File: config.mk
export PLATFORM = sky130hd
export DESIGN_NAME = fft_input_loader
export DESIGN_NICKNAME = d
export VERILOG_FILES = /design/src/rtl/fft_input_loader.sv
export SDC_FILE = /design/constraint.sdc
export NUM_CORES = 1
export LEC_CHECK = 0
export ABC_AREA = 1
export ABC_CLOCK_PERIOD_IN_PS = 1530
export BUFFER_PORTS_ARGS = -buffer_cell sky130_fd_sc_hd__buf_2
export CAP_MARGIN = 25
export CORE_MARGIN = 5
export CORE_UTILIZATION = 40
export DETAILED_ROUTE_END_ITERATION = 16
export GPL_ROUTABILITY_DRIVEN = 0
export PLACE_DENSITY = 0.73
export SLEW_MARGIN = 20
export SYNTH_ARGS = -nofsm -noshare
export SYNTH_HDL_FRONTEND = slang
export SYNTH_SLANG_ARGS = --single-unit
export TNS_END_PERCENT = 100
File: constraint.sdc
create_clock -name i_clk -period 1.53 [get_ports i_clk]
set_input_delay 0.0765 -clock i_clk [delete_from_list [all_inputs] [get_ports i_clk]]
set_output_delay 0.0765 -clock i_clk [all_outputs]
set_load 0.02 [all_outputs]
File: src/rtl/fft_input_loader.sv
// Streams 1024-sample frames into the mem1a/mem1b stage-0 banks, then hands
// the frame to the FFT core with o_start and holds off input until i_done.
module fft_input_loader #(
  parameter int DATA_W = 32,
  parameter int ADDR_W = 9
) (
  input  logic              i_clk,
  input  logic              i_rst_n,
  input  logic              i_valid,
  output logic              o_ready,
  input  logic [DATA_W-1:0] i_data,
  input  logic              i_last,
  output logic [1:0]        o_wr_en,
  output logic [ADDR_W-1:0] o_wr_addr,
  output logic [DATA_W-1:0] o_wr_data,
  output logic              o_start,
  input  logic              i_done,
  output logic              o_err_len,
  output logic [15:0]       o_frame_cnt
);

  typedef enum logic [1:0] {
    S_LOAD,
    S_START,
    S_BUSY
  } state_t;

  localparam logic [ADDR_W:0] CNT_MAX = '1;
  localparam logic [ADDR_W:0] CNT_ONE = {{ADDR_W{1'b0}}, 1'b1};

  state_t              state_q, state_d;
  logic [ADDR_W:0]     cnt_q, cnt_d;
  logic [1:0]          wr_en_q, wr_en_d;
  logic [ADDR_W-1:0]   wr_addr_q, wr_addr_d;
  logic [DATA_W-1:0]   wr_data_q, wr_data_d;
  logic                start_q, start_d;
  logic                err_q, err_d;
  logic [15:0]         frame_cnt_q, frame_cnt_d;
  logic                accept;

  // Ready depends only on registered state, never on i_valid.
  assign o_ready = (state_q == S_LOAD);
  assign accept  = i_valid & o_ready;

  always_comb begin
    state_d     = state_q;
    cnt_d       = cnt_q;
    wr_en_d     = 2'b00;
    wr_addr_d   = wr_addr_q;
    wr_data_d   = wr_data_q;
    start_d     = 1'b0;
    err_d       = 1'b0;
    frame_cnt_d = frame_cnt_q;

    case (state_q)
      S_LOAD: begin
        if (accept) begin
          wr_en_d   = cnt_q[ADDR_W] ? 2'b10 : 2'b01;
          wr_addr_d = cnt_q[ADDR_W-1:0];
          wr_data_d = i_data;
          if (cnt_q == CNT_MAX) begin
            // A full frame always completes; a missing i_last only flags it.
            cnt_d   = '0;
            err_d   = ~i_last;
            state_d = S_START;
          end else if (i_last) begin
            cnt_d = '0;
            err_d = 1'b1;
          end else begin
            cnt_d = cnt_q + CNT_ONE;
          end
        end
      end
      S_START: begin
        start_d     = 1'b1;
        frame_cnt_d = frame_cnt_q + 16'd1;
        state_d     = S_BUSY;
      end
      S_BUSY: begin
        if (i_done) begin
          state_d = S_LOAD;
        end
      end
      default: begin
        state_d = S_LOAD;
      end
    endcase
  end

  always_ff @(posedge i_clk or negedge i_rst_n) begin
    if (!i_rst_n) begin
      state_q     <= S_LOAD;
      cnt_q       <= '0;
      wr_en_q     <= 2'b00;
      wr_addr_q   <= '0;
      wr_data_q   <= '0;
      start_q     <= 1'b0;
      err_q       <= 1'b0;
      frame_cnt_q <= '0;
    end else begin
      state_q     <= state_d;
      cnt_q       <= cnt_d;
      wr_en_q     <= wr_en_d;
      wr_addr_q   <= wr_addr_d;
      wr_data_q   <= wr_data_d;
      start_q     <= start_d;
      err_q       <= err_d;
      frame_cnt_q <= frame_cnt_d;
    end
  end

  assign o_wr_en     = wr_en_q;
  assign o_wr_addr   = wr_addr_q;
  assign o_wr_data   = wr_data_q;
  assign o_start     = start_q;
  assign o_err_len   = err_q;
  assign o_frame_cnt = frame_cnt_q;

endmodule
==> impl_metrics.tcl, run 1 <==
set metrics [dict create \
    status "finished clean" \
    min_to "cnt_q[8]$_DFFE_PN0P_" \
    nFillCells 709 \
    fp.dieH_um 98.43 \
    cts-root-buf "clkbuf_8" \
    netlist.area_leader.share_pct 58.40 \
    cts_max_path_buffers 2 \
    hold_viol_final 0 \
    antenna_found_initial 0 \
    pwr-share-comb_pct 13.3 \
    overflow 0 \
    timing.rr.start "state_q[1]$_DFFE_PN0P_" \
    p_seq_share_pct 50.3 \
    yosysMostFrequentCell "nand2_1" \
    syn_to_final_growth_pct 37.40 \
    cts.clk_slew.worst_paths_ns 0.08 \
    min-delay-start "i_last" \
    initial_core_util_pct 40.69 \
    wire_per_inst_um 12.63 \
    worstSkewPairLatency_ns 0.34 \
    detail-route-antenna-nets 0 \
    die_area_um2 9688 \
    ys_types 28 \
    power.internal_mw 3.053 \
    crit_required_ns 1.74 \
    syn_area_per_cell_um2 8.861 \
    yosysWarnings 0 \
    dp_hpwl_um 5215 \
    peakVddDrop_v 0.0004964 \
    slew_headroom_pct 67.82 \
    min_period_ns 1.400 \
    synthTopCellsByArea "dfrtp_1 58%, nand2_1 19%, nor2_1 3.1%, inv_1 3.0%, xor2_1 2.2%" \
    drt_iter0_drc 144 \
    syn-instance-count 353 \
    synthesis.nets 392 \
    worstPathArrival_ns 1.61 \
    cpPeakStageDelay_ns 0.45 \
    cts.sinks 73 \
    hold_depth 4 \
    grt_max_degree 38 \
    reg2reg_depth 5 \
    setup-tns-final_ns 0 \
    synth_seq_area_share_pct 58.40 \
    powerDensity_nw_per_um2 970.0 \
    max_freq_mhz 714.3 \
    cts_buffers 9 \
    rsz0062_at_grt "false" \
    drv_cap 0 \
    grt_pass1_wl_um 13220 \
    io_buffers 98 \
    final_layout_size_suffix_gt1_share_pct 28.31 \
    setup_viol 0 \
    cp_slowest_cell "dfrtp_1" \
    p_sw_mw 1.116 \
    postCtsSetupBuffers 0 \
    fin_skew_ns 0.01032 \
    cts.htree.levels 3 \
    io_pins 99 \
    insertedDiodeCount 0 \
    drtPass1Iterations 4 \
    async_reset_ff_share_pct 100.0 \
    r2r_slack_ns 0.13 \
    synth_edf_count 0 \
    path_cells "nor2_4 > nand2_4 > inv_2 > buf_4 > o21ai_0" \
    wirelength_um 7579 \
    start_kind "flop" \
    crit_fanout 19 \
    p_clk_share_pct 36.4 \
    grt_usage_pct 16.69 \
    syn_area_um2 3128 \
    nets 532 \
    ys_seq_elements 73 \
    hp-class "input port to flop" \
    yosys.area.top_type "dfrtp_1" \
    slew_viol_final 0 \
    num_rows 32 \
    routed_via_density 4.527 \
    critical_path_class "flop to flop" \
    fp.dieW_um 98.43 \
    leakagePower_nw 2.367 \
    whs_ns 0.04874 \
    synth_common_cells "156 x nand2_1, 73 x dfrtp_1, 26 x nor2_1" \
    ys.flop_type "dfrtp_1" \
    timing.rr.end "cnt_q[0]$_DFFE_PN0P_" \
    num_vias 2716 \
    core-area_um2 7687 \
    sw_frac_of_total_pct 26.77 \
    worstMarginPinSlew_ns 0.4828 \
    cts_tree "built" \
    grt_pass1_vias 2801 \
    drc 0 \
    end_kind "flop" \
    final.period_utilization_pct 91.50 \
]
==> worst max-delay path, delay by kind of cell (launching register included) <==
kind / cells / cell delay, ns
AND/OR/NAND/NOR: 2 / 0.33
AO/OA/AOI/OAI: 1 / 0.10
flip-flops: 1 / 0.45
buffers and inverters: 2 / 0.39
==> through the flow <==
step           setup WS, ns  power (mW)  instance area (um^2)  std cells  util, %
6_report             0.1301       4.169                  4298        600    55.91
5_1_grt             0.01303       4.402                  4298        600    55.91
4_1_cts             0.09732       4.217                  4289        600    55.79
3_5_place_dp         0.1096       2.620                  3745        550    48.71
3_3_place_gp         0.1616       2.611                  3745        550    48.71
2_1_floorplan        0.2370       2.390                  3128        353        -
==> final cells by class <==
type                       count  area [um^2]  area share [%]
sequential                    73         1827           42.50
multi-input combinational    243         1140           26.52
timing repair buffer         138        894.6           20.82
clock buffer                  10        137.6           3.202
tap                          102        127.6           2.969
inverter                      28        105.1           2.445
clock inverter                 6        66.31           1.543
==> registers in the layout (all words and copies together) (netlist names) <==
register     count
o_start          1
o_frame_cnt     16
o_wr_en          2
state_q          2
o_err_len        1
o_wr_addr        9
cnt_q           10
o_wr_data       32
==> cells in the final DEF (no fill, tap or decap) <==
master,instances
o21ai_1,1
nor2_4,5
nand3_2,3
buf_4,5
inv_1,25
inv_2,3
nand4_1,4
nor3_1,2
clkbuf_8,10
buf_6,1
buf_12,1
nor2_2,3
nand3b_1,2
nor3_4,1
o21ai_2,1
xnor2_1,1
a21oi_1,1
nand3_4,1
nand2_1,156
nand3_1,11
ha_1,2
nor2_1,26
nand2_4,1
buf_2,97
xor2_1,8
a31oi_1,1
inv_6,1
dfrtp_1,73
clkinvlp_4,3
nand2_2,2
nor3_2,1
o21ai_0,10
clkinv_2,1
bufinv_16,1
dlygate4sd3_1,34
==> cell families after synthesis <==
logic type | Yosys count | synth area share (%)
and+or+nand+nor | 218 | 30.56
DFF | 73 | 58.40
buffers and inverters | 37 | 5.320
AOI/OAI and AO/OA | 14 | 2.400
xor gates and xnor gates | 9 | 2.520
adders and majority gates | 2 | 0.7999
==> how the worst max path moves through the flow <==
stage | endpoint | slack, ns | from | depth (start not counted)
CTS | o_wr_data[4]$_DFFE_PN0P_ | 0.1 | state_q[1]$_DFFE_PN0P_ | 6
detailed placement | o_wr_data[4]$_DFFE_PN0P_ | 0.11 | state_q[1]$_DFFE_PN0P_ | 6
global route | cnt_q[1]$_DFFE_PN0P_ | 0.01 | state_q[1]$_DFFE_PN0P_ | 4
global placement | cnt_q[1]$_DFFE_PN0P_ | 0.16 | state_q[1]$_DFFE_PN0P_ | 4
floorplan | o_frame_cnt[10]$_DFFE_PN0P_ | 0.24 | o_frame_cnt[0]$_DFFE_PN0P_ | 6
finish | cnt_q[0]$_DFFE_PN0P_ | 0.13 | state_q[1]$_DFFE_PN0P_ | 5
==> power by group through the flow <==
| stage | clock network [mW] | registers (mW) | logic [mW] |
|---|---|---|---|
| finish | 1.52 | 2.10 | 0.552 |
| detailed placement | 0 | 2.13 | 0.492 |
| global placement | 0 | 2.13 | 0.482 |
| global route | 1.68 | 2.11 | 0.614 |
| CTS | 1.57 | 2.10 | 0.554 |
| floorplan | 0 | 2.24 | 0.146 |
==> metal layers <==
metal | GRT usage (%) | routed length (um)
met5 | 0 | 0
met4 | 4.412 | 58
met3 | 6.016 | 597
met2 | 27.04 | 3657
met1 | 21.30 | 3267
==> what timing repair did <==
action / CTS / global route
endpoints found under the setup margin: 0 / 15
gates resized for setup: 0 / 2
hold buffers: 34 / 0
endpoints found under the hold margin: 68 / 0
(Power assumes the default switching activity.)
==> inputs of run 2 (changes only) <==
Settings changed: SETUP_SLACK_MARGIN set to 0.2.
==> run 2 against run 1 <==
Fmax grew 2.6%. Register-to-register slack gained 0.04 ns. Power grew 2.2%. Hold slack got worse by 0.0097 ns. Core utilization is 4.1 points higher. Sequential cell count unchanged. Non-clock buffer count is 13 higher. Via count increased by 4.3%. Wire length rose by 9.5%. Critical path depth is 2 higher. Cell count is 2.3% higher. Die area did not move. Critical endpoint is now cnt_q[4]$_DFFE_PN0P_. Largest power group unchanged.
==> impl_metrics.tcl, run 2 (synthesis gave the netlist of run 1 again) <==
set metrics [dict create \
    status "finished clean" \
    initial_core_util_pct 40.69 \
    cts_tree "built" \
    min_period_ns 1.365 \
    leakagePower_nw 2.480 \
    core-area_um2 7687 \
    drt_iter0_drc 117 \
    dp_hpwl_um 5215 \
    power.internal_mw 3.101 \
    drtPass1Iterations 4 \
    end_kind "flop" \
    sw_frac_of_total_pct 27.22 \
    routed_via_density 4.612 \
    antenna_found_initial 0 \
    detail-route-antenna-nets 0 \
    nets 546 \
    num_vias 2832 \
    grt_max_degree 38 \
    fin_skew_ns 0.01020 \
    drv_cap 0 \
    path_cells "nor2_4 > buf_12 > nand2_8 > clkinv_8 > nand3_2 > xor2_1 > nor2_1" \
    crit_required_ns 1.80 \
    design_area_um2 4614 \
    p_seq_share_pct 49.2 \
    max_freq_mhz 732.9 \
    multi_input_area_um2 1220 \
    insertedDiodeCount 0 \
    hold_depth 4 \
    worstPathArrival_ns 1.64 \
    worstMarginPinSlew_ns 0.4832 \
    hp-class "input port to flop" \
    total_power_mw 4.261 \
    die_area_um2 9688 \
    slew_viol_final 0 \
    post-route-util_pct 60.03 \
    wirelength_um 8301 \
    pwr-share-comb_pct 14.8 \
    cts.htree.levels 3 \
    cts-root-buf "clkbuf_8" \
    nFillCells 677 \
    p_clk_share_pct 36.0 \
    cts.sinks 73 \
    critical_path_class "flop to flop" \
    reg2reg_depth 7 \
    grt_pass1_wl_um 13470 \
    cpPeakStageDelay_ns 0.44 \
    regArea_um2 1834 \
    cts.clk_slew.worst_paths_ns 0.08 \
    r2r_slack_ns 0.17 \
    layout_common_cells "153 x nand2_1, 97 x buf_2, 67 x dfrtp_1, 34 x dlygate4sd3_1, 24 x inv_1" \
    min-delay-start "i_last" \
    slew_headroom_pct 67.79 \
    p_sw_mw 1.160 \
    fp.dieH_um 98.43 \
    fp.dieW_um 98.43 \
    timing.rr.end "cnt_q[4]$_DFFE_PN0P_" \
    io_pins 99 \
    worstSkewPairLatency_ns 0.34 \
    path_buf_inv 2 \
    num_rows 32 \
    overflow 0 \
    final_common_cell "nand2_1" \
    hold_viol_final 0 \
    min_to "cnt_q[8]$_DFFE_PN0P_" \
    io_buffers 98 \
    powerDensity_nw_per_um2 923.3 \
    start_kind "flop" \
    critical_path.top_delay_family "simple AND/OR/NAND/NOR gates" \
    cts_max_path_buffers 2 \
    crit_fanout 7 \
    placed_area_um2 3745 \
    final_layout_size_suffix_gt1_share_pct 34.38 \
    setup-tns-final_ns 0 \
    drc 0 \
    timing.rr.start "state_q[0]$_DFFE_PN0P_" \
    peakVddDrop_v 0.0004982 \
    grt_pass1_vias 2845 \
    cp_slowest_cell "dfrtp_2" \
    largest_reg_flops 32 \
    final.period_utilization_pct 89.18 \
    wire_per_inst_um 13.52 \
    grt_usage_pct 17.05 \
    rsz0062_at_grt "true" \
    syn_to_final_growth_pct 47.52 \
    setup_viol 0 \
    cts_buffers 9 \
]
-- run 2: worst max-delay path by stage --
stage	start	endpoint	slack, ns	depth (start not counted)
after global placement	state_q[1]$_DFFE_PN0P_	cnt_q[1]$_DFFE_PN0P_	0.16	4
after CTS	state_q[1]$_DFFE_PN0P_	cnt_q[4]$_DFFE_PN0P_	0.18	7
after global routing	state_q[0]$_DFFE_PN0P_	cnt_q[9]$_DFFE_PN0P_	0.11	7
final	state_q[0]$_DFFE_PN0P_	cnt_q[4]$_DFFE_PN0P_	0.17	7
after floorplan	o_frame_cnt[0]$_DFFE_PN0P_	o_frame_cnt[10]$_DFFE_PN0P_	0.24	6
after detailed placement	state_q[1]$_DFFE_PN0P_	o_wr_data[4]$_DFFE_PN0P_	0.11	6
-- run 2: cell type report --
cell class / instances / area share (%)
sequential: 73 / 39.75
multi-input combinational: 243 / 26.44
timing repair buffer: 151 / 23.89
clock buffer: 10 / 2.983
tap: 102 / 2.766
inverter: 28 / 2.549
clock inverter: 6 / 1.437
timing repair inverter: 1 / 0.1898
-- run 2: power by group through the flow --
stage	logic [mW]	clock network, mW	registers (mW)
3_3_place_gp	0.482	0	2.13
6_report	0.630	1.53	2.10
4_1_cts	0.579	1.57	2.09
2_1_floorplan	0.146	0	2.24
3_5_place_dp	0.492	0	2.13
5_1_grt	0.693	1.68	2.11
-- run 2: repair_timing --
action / 4_1_cts / 5_1_grt
pin swaps: 5 / 13
gates resized for setup: 8 / 39
hold buffers: 34 / 0
buffers inserted: 6 / 4
cloned: 0 / 4
endpoints found under the setup margin: 46 / 57
endpoints found under the hold margin: 68 / 0
-- run 2: worst register-to-register path: cells and delay by family (launching register included) --
kind,cells,cell delay (ns)
xor+xnor,1,0.14
flops,1,0.44
buf+inv,2,0.25
simple gates,4,0.48
-- run 2: metal layers --
metal / track usage, % / routed length (um) / vias to the layer above
met5: 0 / 0 / -
met4: 4.727 / 85 / 0
met3: 5.874 / 595 / 10
met2: 27.72 / 4106 / 91
met1: 21.76 / 3515 / 1339
li1: - / - / 1392
-- run 2: metrics by stage --
stage	hold slack [ns]	std cells	worst slack [ns]
final	0.03901	614	0.1655
after global routing	0.03193	614	0.1064
after CTS	0.03832	606	0.1798
after detailed placement	0.07698	550	0.1096
after global placement	0.08059	550	0.1616
after floorplan	-0.2191	353	0.2370
==> inputs of run 3 (changes only) <==
Settings changed: MAX_ROUTING_LAYER set to met4.
==> run 3 against run 2 <==
Worst setup slack improved by 0.0053 ns. Via count increased by 0.64%. First-iteration DRC count decreased by 1.7%. Critical path depth unchanged. Sequential power about the same. Fmax increased by 0.39%. Sequential cell count unchanged. Non-clock buffer count unchanged. Cell count unchanged. Core utilization unchanged. Global-route usage increased by 0.48 points.
==> impl_metrics.tcl, run 3 (synthesis gave the netlist of run 1 again) <==
set metrics [dict create \
    worstSkewPairLatency_ns 0.34 \
    overflow 0 \
    io_pins 99 \
    r2r_slack_ns 0.17 \
    reg2reg_depth 7 \
    die_area_um2 9688 \
    slew_headroom_pct 68.02 \
    fin_skew_ns 0.009589 \
    peakVddDrop_v 0.0004953 \
    dp_slack_ns 0.1096 \
    grt_use_met2_pct 27.82 \
    worst_slack_ns 0.1708 \
    powerDensity_nw_per_um2 922.8 \
    end_kind "flop" \
    num_rows 32 \
    slew_viol_final 0 \
    grt_pass1_wl_um 13460 \
    nFillCells 677 \
    cts.clk_slew.worst_paths_ns 0.08 \
    critical_path_class "flop to flop" \
    cts.htree.levels 3 \
    fp.dieW_um 98.43 \
    wire_per_inst_um 13.61 \
    hp-class "input port to flop" \
    grt_max_degree 38 \
    grt_pass1_vias 2854 \
    dp_hpwl_um 5215 \
    insertedDiodeCount 0 \
    initial_core_util_pct 40.69 \
    worstMarginPinSlew_ns 0.4797 \
    fp.dieH_um 98.43 \
    io_buffers 98 \
    rsz0062_at_grt "true" \
    setup-tns-final_ns 0 \
    final.period_utilization_pct 88.84 \
    hold_viol_final 0 \
    grt_use_met3_pct 5.308 \
    cts_buffers 9 \
    detail-route-antenna-nets 0 \
    layout_common_cells "153 x nand2_1, 97 x buf_2, 67 x dfrtp_1, 34 x dlygate4sd3_1, 24 x inv_1" \
    timing.rr.end "cnt_q[4]$_DFFE_PN0P_" \
    drt_iter0_drc 115 \
    worstPathArrival_ns 1.63 \
    crit_required_ns 1.80 \
    final_common_cell "nand2_1" \
    status "finished clean" \
    antenna_found_initial 0 \
    nets 546 \
    crit_fanout 7 \
    syn_to_final_growth_pct 47.52 \
    num_vias 2850 \
    drv_cap 0 \
    routed_via_density 4.642 \
    cts_tree "built" \
    largest_reg_flops 32 \
    cts_max_path_buffers 2 \
    start_kind "flop" \
    setup_viol 0 \
    final_layout_size_suffix_gt1_share_pct 34.38 \
    core-area_um2 7687 \
    grt_usage_pct 17.53 \
    min_period_ns 1.359 \
    drc 0 \
    max_freq_mhz 735.7 \
    leakagePower_nw 2.480 \
    cts.sinks 73 \
    drtPass1Iterations 4 \
    worstSetupStartpoint "state_q[0]$_DFFE_PN0P_" \
    worstSetupEndpoint "cnt_q[4]$_DFFE_PN0P_" \
    timing.rr.start "state_q[0]$_DFFE_PN0P_" \
    busiest_layer "met2" \
    globalRouteMet1Util_pct 21.94 \
    wirelength_um 8356 \
    cts-root-buf "clkbuf_8" \
]
run 3: cell counts in the layout (fill, tap and decap cells not counted):
No cell type changed its count.
run 3: critical path, stage by stage, from the launching register on:
cell	delay, ns
dfrtp_2	0.44
nor2_4	0.19
buf_12	0.13
nand2_8	0.10
clkinv_8	0.11
nand3_2	0.07
xor2_1	0.14
nor2_1	0.11
run 3: layout make-up:
type / count / area, um^2 / area share (%)
Inverter: 28 / 117.6 / 2.549
Timing Repair Buffer: 151 / 1102 / 23.89
Tap cell: 102 / 127.6 / 2.766
Multi-Input combinational cell: 243 / 1220 / 26.44
Timing Repair inverter: 1 / 8.758 / 0.1898
Sequential cell: 73 / 1834 / 39.75
Clock buffer: 10 / 137.6 / 2.983
Clock inverter: 6 / 66.31 / 1.437
run 3: report_power, final:
group          leakage (nW)  switching (mW)  total [mW]  internal (mW)
clock network        0.0949           0.730        1.53          0.800
registers             0.945          0.0649        2.10           2.03
logic                  1.44           0.362       0.630          0.268
total                  2.48            1.16        4.26           3.10
run 3: metal layers:
| metal | wire length (um) | vias up | share of wire (%) |
|---|---|---|---|
| met5 | 0 | - | 0 |
| met4 | 84 | 0 | 1.0 |
| met3 | 563 | 10 | 6.7 |
| met2 | 4114 | 108 | 49 |
| met1 | 3594 | 1338 | 43 |
| li1 | - | 1394 | - |
run 3: through the flow:
step | power, mW | hold slack, ns | std cells | utilization, % | instance area, um^2
finish | 4.258 | 0.04230 | 614 | 60.03 | 4614
global route | 4.478 | 0.03193 | 614 | 60.03 | 4614
CTS | 4.237 | 0.03832 | 606 | 56.98 | 4380
detailed placement | 2.620 | 0.07698 | 550 | 48.71 | 3745
global placement | 2.611 | 0.08059 | 550 | 48.71 | 3745
floorplan | 2.390 | -0.2191 | 353 | - | 3128
run 3: how the worst min path moves through the flow:
stage | to | startpoint | cells past startpoint
detailed placement | o_frame_cnt[0]$_DFFE_PN0P_ | i_rst_n | 1
floorplan | cnt_q[0]$_DFFE_PN0P_ | i_rst_n | 0
global placement | o_start$_DFF_PN0_ | i_rst_n | 1
CTS | cnt_q[8]$_DFFE_PN0P_ | i_last | 4
finish | cnt_q[8]$_DFFE_PN0P_ | i_last | 4
global route | cnt_q[8]$_DFFE_PN0P_ | i_last | 4
run 3: repair_timing:
item                                    CTS  global route
endpoints found under the setup margin   46            57
endpoints found under the hold margin    68             0
pin swaps                                 5            13
hold buffers                             34             0
resized for setup                         8            39
setup buffers                             6             4
gates cloned                              0             4
